$ cat src/rtl/mult_pkg.sv
// rtl/mult_pkg.sv - shared types and helpers for the shift/add multiplier
//
// Purpose: controller state encoding and the iteration-counter width helper
//          used by shift_add_mult.
// Contents:
//   state_t   - IDLE / RUN / HOLD controller states
//   cnt_width - bits needed to count WIDTH iterations (never less than 1)
package mult_pkg;

  typedef enum logic [1:0] {
    IDLE = 2'd0,
    RUN  = 2'd1,
    HOLD = 2'd2
  } state_t;

  function automatic int cnt_width(input int w);
    return ($clog2(w) < 1) ? 1 : $clog2(w);
  endfunction

endpackage

$ cat src/rtl/add_sub_n.sv
// rtl/add_sub_n.sv - (WIDTH+1)-bit adder/subtractor for the multiplier accumulator
//
// Purpose: computes ext(i_a) +/- ext(i_s), where ext() is sign extension when
//          i_sgn=1 and zero extension otherwise.
// Ports:
//   i_a      [WIDTH-1:0] accumulator operand
//   i_s      [WIDTH-1:0] multiplicand operand
//   i_fn                 0 = add, 1 = subtract
//   i_sgn                1 = two's-complement operands
//   o_result [WIDTH:0]   sum; bit WIDTH becomes the extension bit X
module add_sub_n #(
  parameter int WIDTH = 8
) (
  input  logic [WIDTH-1:0] i_a,
  input  logic [WIDTH-1:0] i_s,
  input  logic             i_fn,
  input  logic             i_sgn,
  output logic [WIDTH:0]   o_result
);

  logic [WIDTH:0] w_a_ext;
  logic [WIDTH:0] w_s_ext;
  logic [WIDTH:0] w_s_op;

  assign w_a_ext = {i_sgn & i_a[WIDTH-1], i_a};
  assign w_s_ext = {i_sgn & i_s[WIDTH-1], i_s};

  // Subtract as invert plus carry-in of one.
  assign w_s_op   = i_fn ? ~w_s_ext : w_s_ext;
  assign o_result = w_a_ext + w_s_op + {{WIDTH{1'b0}}, i_fn};

endmodule

$ cat src/rtl/shift_add_mult.sv
// rtl/shift_add_mult.sv - sequential add-and-shift multiplier, one bit per clock
//
// Purpose: 2*WIDTH-bit product of two WIDTH-bit operands, signed or unsigned,
//          with a start/busy/done handshake.
// Ports:
//   i_clk                          rising-edge clock
//   i_rst                          asynchronous active-high reset
//   i_start                        level request, sampled in IDLE and HOLD
//   i_signed_mode                  1 = two's-complement, latched at accept
//   i_multiplicand [WIDTH-1:0]     S operand, latched at accept
//   i_multiplier   [WIDTH-1:0]     B operand, latched at accept
//   o_busy                         high while iterating
//   o_done                         high while holding a valid result
//   o_product      [2*WIDTH-1:0]   {A,B}
//   o_x                            accumulator extension bit
module shift_add_mult
  import mult_pkg::*;
#(
  parameter int WIDTH = 8
) (
  input  logic                 i_clk,
  input  logic                 i_rst,
  input  logic                 i_start,
  input  logic                 i_signed_mode,
  input  logic [WIDTH-1:0]     i_multiplicand,
  input  logic [WIDTH-1:0]     i_multiplier,
  output logic                 o_busy,
  output logic                 o_done,
  output logic [2*WIDTH-1:0]   o_product,
  output logic                 o_x
);

  localparam int             CW   = cnt_width(WIDTH);
  localparam logic [CW-1:0]  LAST = CW'(WIDTH - 1);

  state_t          r_state;
  logic [WIDTH-1:0] r_s;
  logic [WIDTH-1:0] r_a;
  logic [WIDTH-1:0] r_b;
  logic             r_x;
  logic             r_sgn;
  logic [CW-1:0]    r_cnt;
  logic             r_busy;
  logic             r_done;

  logic             w_last;
  logic             w_fn;
  logic [WIDTH:0]   w_sum;
  logic [WIDTH:0]   w_acc;
  logic             w_x_shift;

  assign w_last = (r_cnt == LAST);

  // The multiplier's top bit carries negative weight in signed mode, so the
  // final partial product is subtracted instead of added.
  assign w_fn = w_last & r_sgn;

  add_sub_n #(.WIDTH(WIDTH)) u_add_sub (
    .i_a      (r_a),
    .i_s      (r_s),
    .i_fn     (w_fn),
    .i_sgn    (r_sgn),
    .o_result (w_sum)
  );

  assign w_acc = r_b[0] ? w_sum : {r_x, r_a};

  // Arithmetic shift keeps the sign in X; logical shift drops the carry into
  // A's MSB and clears X.
  assign w_x_shift = r_sgn ? w_acc[WIDTH] : 1'b0;

  always_ff @(posedge i_clk or posedge i_rst) begin
    if (i_rst) begin
      r_state <= IDLE;
      r_s     <= '0;
      r_a     <= '0;
      r_b     <= '0;
      r_x     <= 1'b0;
      r_sgn   <= 1'b0;
      r_cnt   <= '0;
      r_busy  <= 1'b0;
      r_done  <= 1'b0;
    end else begin
      case (r_state)
        IDLE: begin
          if (i_start) begin
            r_s     <= i_multiplicand;
            r_b     <= i_multiplier;
            r_sgn   <= i_signed_mode;
            r_a     <= '0;
            r_x     <= 1'b0;
            r_cnt   <= '0;
            r_busy  <= 1'b1;
            r_state <= RUN;
          end
        end
        RUN: begin
          {r_x, r_a, r_b} <= {w_x_shift, w_acc, r_b[WIDTH-1:1]};
          r_cnt           <= r_cnt + CW'(1);
          if (w_last) begin
            r_busy  <= 1'b0;
            r_done  <= 1'b1;
            r_state <= HOLD;
          end
        end
        HOLD: begin
          // Holding Start high parks here so one request yields one product.
          if (!i_start) begin
            r_done  <= 1'b0;
            r_state <= IDLE;
          end
        end
        default: begin
          r_busy  <= 1'b0;
          r_done  <= 1'b0;
          r_state <= IDLE;
        end
      endcase
    end
  end

  assign o_busy    = r_busy;
  assign o_done    = r_done;
  assign o_product = {r_a, r_b};
  assign o_x       = r_x;

endmodule

$ cat config.mk
export PLATFORM = sky130hd
export DESIGN_NAME = shift_add_mult
export DESIGN_NICKNAME = d
export VERILOG_FILES = /design/src/rtl/mult_pkg.sv /design/src/rtl/add_sub_n.sv /design/src/rtl/shift_add_mult.sv
export SDC_FILE = /design/constraint.sdc
export NUM_CORES = 1
export LEC_CHECK = 0
export CAP_MARGIN = 30
export CORE_ASPECT_RATIO = 1.5
export CORE_UTILIZATION = 45
export CTS_BUF_LIST = sky130_fd_sc_hd__clkbuf_8
export CTS_CLUSTER_DIAMETER = 50
export DETAILED_ROUTE_END_ITERATION = 12
export PLACE_DENSITY = 0.69
export SYNTH_ARGS = -nofsm -noshare
export SYNTH_HDL_FRONTEND = slang
export SYNTH_SLANG_ARGS = --single-unit
$ cat constraint.sdc
create_clock -name i_clk -period 3.3 [get_ports i_clk]
set_clock_uncertainty 0.05 [all_clocks]
set_input_delay 0.66 -clock i_clk [delete_from_list [all_inputs] [get_ports i_clk]]
set_output_delay 0.66 -clock i_clk [all_outputs]
set_load 0.005 [all_outputs]
Word-level counts from Yosys, hierarchy flattened
Index checks and enable logic that the tools add are counted.
{ "classes": {"n_reduce_logical": 7, "n_addsub": 3, "n_mux": 21, "n_bitwise": 6, "n_eq_ne": 6} }
{ "ops": {"columns": ["op", "count"], "rows": [
  ["8-bit one-hot mux with 2 select lines", 2],
  ["9-bit two-way mux", 2],
  ["8-bit two-way mux", 2],
  ["9-bit by 1-bit adder with 9-bit output", 1],
  ["9-bit adder", 1],
  ["9-bit inverter", 1],
  ["3-bit AND reduction", 3],
  ["1-bit two-way mux", 6],
  ["2-bit two-way mux", 3],
  ["2-bit != test (second input constant)", 3],
  ["1-bit one-hot mux with 3 select lines", 2],
  ["2-bit one-hot mux with 3 select lines", 1],
  ["3-bit one-hot mux with 2 select lines", 1],
  ["2-bit AND reduction", 2],
  ["3-bit by 1-bit adder with 3-bit output (second input constant)", 1],
  ["1-bit AND", 3],
  ["3-bit equality test (second input constant)", 1],
  ["3-bit two-way mux", 1],
  ["2-bit by 1-bit equality test with 1-bit output (second input constant)", 1],
  ["2-bit equality test (second input constant)", 1],
  ["2-bit zero test", 1],
  ["1-bit inverter", 2],
  ["1-bit one-hot mux with 2 select lines", 1],
  ["2-bit nonzero test", 1]
]} }
{ "totals": {"ff_bits": 33, "input_bits": 20} }

Depth between registers and ports, before layout
{ "depth": {"ltp_word": 8, "mapped_depth": 11, "depth_no_buf": 10} }

Modules after synthesis
A second synthesis with hierarchy kept.
{ "hier_totals": {"hier_cells": 182, "area_unflattened_um2": 1909.3} }
{ "by_module_without_submodules": {"columns": ["module", "cells_each", "seq_area_each_um2", "instances", "area_each_um2"], "rows": [
  ["shift_add_mult", 121, 825.8, 1, 1437.6],
  ["add_sub_n", 61, 0.0, 1, 471.7]
]} }

Worst setup path before layout
No wires, ideal clock.
{ "synth_path": {"kind": "flip-flop to flip-flop", "startpoint": "register r_cnt[0]", "endpoint": "register r_a[7]", "stages_incl_launch_ff": 12, "path_slack_ns": 0.486, "arrival_time_ns": 2.694, "required_time_ns": 3.180, "setup_ns": 0.070, "path_cell_list": "dfrtp_1 ha_1 ha_1 buf_2 nand2_1 xnor2_1 fa_1 a21o_1 a221oi_2 a21oi_2 or3_1 nand3_1"} }
{ "synth_via": {"elab_chain_cells": 7} }
{ "synth_rtl": {"columns": ["element", "line", "rtl"], "rows": [
  ["from (decl)", "shift_add_mult.sv:42", "logic [CW-1:0] r_cnt;"],
  ["from (signal assigned)", "shift_add_mult.sv:99", "r_cnt <= r_cnt + CW'(1);"],
  ["3-bit equality test *", "shift_add_mult.sv:52", "assign w_last = (r_cnt == LAST);"],
  ["1-bit AND *", "shift_add_mult.sv:56", "assign w_fn = w_last & r_sgn;"],
  ["9-bit two-way mux", "add_sub_n.sv:29", "assign w_s_op = i_fn ? ~w_s_ext : w_s_ext;"],
  ["9-bit adder", "add_sub_n.sv:30", "assign o_result = w_a_ext + w_s_op + {{WIDTH{1'b0}}, i_fn};"],
  ["9-bit by 1-bit adder with 9-bit output *", "add_sub_n.sv:30", null],
  ["9-bit two-way mux *", "shift_add_mult.sv:66", "assign w_acc = r_b[0] ? w_sum : {r_x, r_a};"],
  ["8-bit one-hot mux with 2 select lines *", "shift_add_mult.sv:84", "case (r_state)"],
  ["to (signal assigned)", "shift_add_mult.sv:98", "{r_x, r_a, r_b} <= {w_x_shift, w_acc, r_b[WIDTH-1:1]};"],
  ["to (decl)", "shift_add_mult.sv:38", "logic [WIDTH-1:0] r_a;"]
]} }
Mark *: on every way between the ends. The rest lies on a longest branch, timed or not.
A chain may end at the register's enable or synchronous reset.

Final worst setup path
Ends and elaborated chain as after synthesis.

==> results summary <==
The net count after synthesis is just over 200. Of the total synthesized cell area, the portion taken by AND, OR, NAND and NOR gates is between 10% and 20%. The ratio of total power to cell area came out at about 1100 nW/um^2.

The die area came out at about 4300 um^2. The count of nets left with antenna violations after detail routing is 0. The register area share after synthesis is between 40% and 50%. The average routed wire per standard cell is between 15 and 20 um.

Max-cap violations in this run came to 0. The initial utilization of the core area, before any placement, comes to 46.8%. The required arrival time at the worst endpoint came out at ~3.5 ns. The max-slew violation total from the final report is 0.

The clock latency on the worst-skew pair is ~0.28 ns. The delay of the slowest cell on the worst path came out at between 0.4 and 0.5 ns. At the pin with the least slew margin, the transition time is approximately 0.69 ns.

The floorplan has 28 rows. The remaining design rule violation count came out at 0. Before antenna repair, the detailed router went through 5 iterations. The tightest min-delay check is of the flop to flop type. The final period demand of the worst path came out at roughly 3 ns. The hold violation count in the final report came out at 0. The clock transition at the registers of the reported paths came out at ~0.07 ns. The via count of the first global-routing pass was approximately 1,500. For this run, the post-layout net count is around 250. STA classifies the critical path startpoint as a flop. The area of the mapped netlist is about 1800 um^2. TritonCTS built the clock tree.

Setup repair after global routing left no endpoint under its margin. At the placement stage, the worst setup path has a slack of slightly below 0.3 ns. The final design utilization is between 60 and 70%. The top achievable clock speed is about 330 MHz. The commonest non-fill, non-tap cell in the layout is sky130_fd_sc_hd__clkdlybuf4s50_1. Compared with the post-synthesis result, the final layout area differs by 30.1%.

The number of synthesis warnings came out at 0. During placement, the flow inserted port buffers numbering 38. The data arrival time of the critical path came out at roughly 3.2 ns. Entering global routing, the biggest net connects 34 pins. In the post-route analysis, the smallest setup slack over all paths is 0.249 ns.

In this run, synthesis produced a sequential element count of 33. In the layout the commonest cells are 38 x sky130_fd_sc_hd__clkdlybuf4s50_1, 33 x sky130_fd_sc_hd__dfrtp_1, 22 x sky130_fd_sc_hd__nand2_1. The die height is between 80 and 90 um. The share of the synthesized netlist area taken by xor and xnor gates is about 7.2%.

The number of fillers in the final layout came out at 341. Buffers inserted to repair hold after CTS numbered 0. The wire length after detailed routing is between 4 and 5 mm.

Buffers added to address setup during post-CTS repair amount to 0. In this run the worst path has a maximum fanout of 8. The synthesized netlist devotes between 10% and 20% of its cell area to compound gates.

Setup violations remaining at the end of the flow were counted as 0. The prevailing post-synth register cell is sky130_fd_sc_hd__dfrtp_1. Averaged over all synthesized cells, the footprint is approximately 10 um^2. The number of buffers between clock root and the deepest sink is 2. The core area came out at ~3900 um^2. Measured against the total synthesized area, the mux share comes to about 11%. The H-tree generated during clock tree synthesis spans 2 levels. By area, the combinational part of the netlist is dominated by compound AO/OA/AOI/OAI gates. Counting every sink on the clock net gives 33. The flow ran to the end, and the final reports show no timing, DRC or antenna violations. Cells with a size suffix above 1 make up around an eighth of the layout. The cell count after synthesis is between 150 and 200. The critical path is of the flop to flop type. By instance count, the cell type seen most on the critical path is sky130_fd_sc_hd__ha_1. The cell at the slowest stage of the critical path is sky130_fd_sc_hd__fa_1. Global routing finished with a remaining overflow of 0. The number of top-level pins came out at 39. The horizontal extent of the die came out at about 54 um. The CTS buffer count came out at 5.

The share of synthesized cell area in full adder, half adder and majority cells is a little over 7%. Detailed placement ended at an HPWL of a little over 3 mm. The routability-driven placement congestion ratio is 0.810. The async set or reset register ratio after synthesis came out at 100%. The final critical path takes up 92.4% of the cycle. The routed via count is 1,509.

The post-cts gate resize count is 0. Walking the worst path, the cells encountered are ha_1 > ha_1 > nand2_1 > xnor2_1 > fa_1 > a21o_1 > a221oi_2 > a21oi_2 > or3_1 > nand3_1. The final-layout setup total negative slack is 0 ns. The count of routing violations after the opening detailed-route iteration is 47. The number of antenna diodes in the final layout is 0. Global routing consumed, over all layers together, between 20% and 30% of the routing resources. The worst pin sits at a relative slew slack of between 50% and 60%. The first global-routing pass estimated 6.64 mm of wire. After synthesis, the netlist uses 35 different library cells. Yosys mapped a number of flops with a built-in enable equal to 0. In this run the clock root is driven by a sky130_fd_sc_hd__clkbuf_8.

The sort of element at the end of the critical path is a flop. VDD sags by at most between 0.5 and 0.6 mV. The leakage component of the power is ~1.0 nW. The initial antenna violation count is 0.

The via density per instance is roughly 5.7.
cells in the mapped netlist (4+ instances only):
cell type	count	area, um^2
sky130_fd_sc_hd__nand2_1	22	82.6
sky130_fd_sc_hd__inv_1	4	15.0
sky130_fd_sc_hd__clkbuf_1	4	15.0
sky130_fd_sc_hd__mux2i_1	9	90.1
sky130_fd_sc_hd__a21oi_1	4	20.0
sky130_fd_sc_hd__ha_1	9	113
sky130_fd_sc_hd__nor2_1	6	22.5
sky130_fd_sc_hd__a32oi_1	5	43.8
sky130_fd_sc_hd__xnor2_1	10	87.6
sky130_fd_sc_hd__dfrtp_1	33	826
sky130_fd_sc_hd__xor2_1	5	43.8
sky130_fd_sc_hd__o21ai_0	20	100
sky130_fd_sc_hd__mux2_2	10	113
through the flow:
step | power [W] | instance area, um^2 | hold WS, ns | std cells
global placement | 0.00205 | 2270 | 0.437 | 256
detailed placement | 0.00213 | 2270 | 0.455 | 256
CTS | 0.00252 | 2390 | 0.474 | 264
floorplan | 0.00165 | 1840 | 0.417 | 176
finish | 0.00251 | 2390 | 0.466 | 264
global route | 0.00272 | 2390 | 0.487 | 264
critical path: cells and delay by family, from the launching register on:
family / cells / cell delay (ns)
flip-flops: 1 / 0.37
AND/OR/NAND/NOR: 3 / 0.74
XOR/XNOR: 1 / 0.25
adder cells (fa/ha/maj): 3 / 0.92
AO/OA/AOI/OAI: 3 / 0.65
registers in the layout, summed over array words and instances, names as in the netlist:
register  count
r_s           8
o_busy        1
r_a           8
r_cnt         3
r_sgn         1
o_done        1
r_b           8
r_state       2
o_x           1
cells by family after synthesis:
kind of cell	after synthesis
buf+inv	11
xor+xnor	15
flops	33
fa+ha+maj	10
simple gates	43
compound gates	45
mux	19
final cells by class:
class | instances | area [um^2] | area share (%)
clock buffers | 6 | 82.6 | 3.46
clock inverters | 2 | 33.8 | 1.41
inverters | 4 | 15.0 | 0.628
multi-input cells | 132 | 966 | 40.4
flip-flops and latches | 33 | 826 | 34.6
well taps | 45 | 56.3 | 2.36
repair buffers | 42 | 410 | 17.2
per-layer routing:
metal	share of wire, %	vias up	GRT usage (%)
li1	-	712	-
met1	41	719	25.2
met2	50	65	34.1
met3	5.9	13	5.68
met4	2.9	0	9.49
met5	0	-	0
report_power, final:
group / internal, W / switching (W)
clock network: 0.000243 / 0.000143
logic: 0.000697 / 0.000632
registers: 0.000598 / 0.000197
total: 0.00154 / 0.000972
final timing paths:
path | from | end | slack, ns | cells past startpoint
hold / removal | r_cnt[2]$_DFFE_PP0P_ | r_cnt[2]$_DFFE_PP0P_ | 0.47 | 1
hold reg to reg | r_cnt[2]$_DFFE_PP0P_ | r_cnt[2]$_DFFE_PP0P_ | 0.47 | 1
setup reg to reg | r_cnt[0]$_DFFE_PP0P_ | r_a[7]$_DFFE_PP0P_ | 0.25 | 10
setup / recovery | r_cnt[0]$_DFFE_PP0P_ | r_a[7]$_DFFE_PP0P_ | 0.25 | 10
max in group asynchronous | i_rst | r_s[4]$_DFFE_PP0P_ | 2.19 | 3
min in group asynchronous | i_rst | r_b[6]$_DFFE_PP0P_ | 0.71 | 3
No activity file was read; power rests on OpenSTA's default activity.
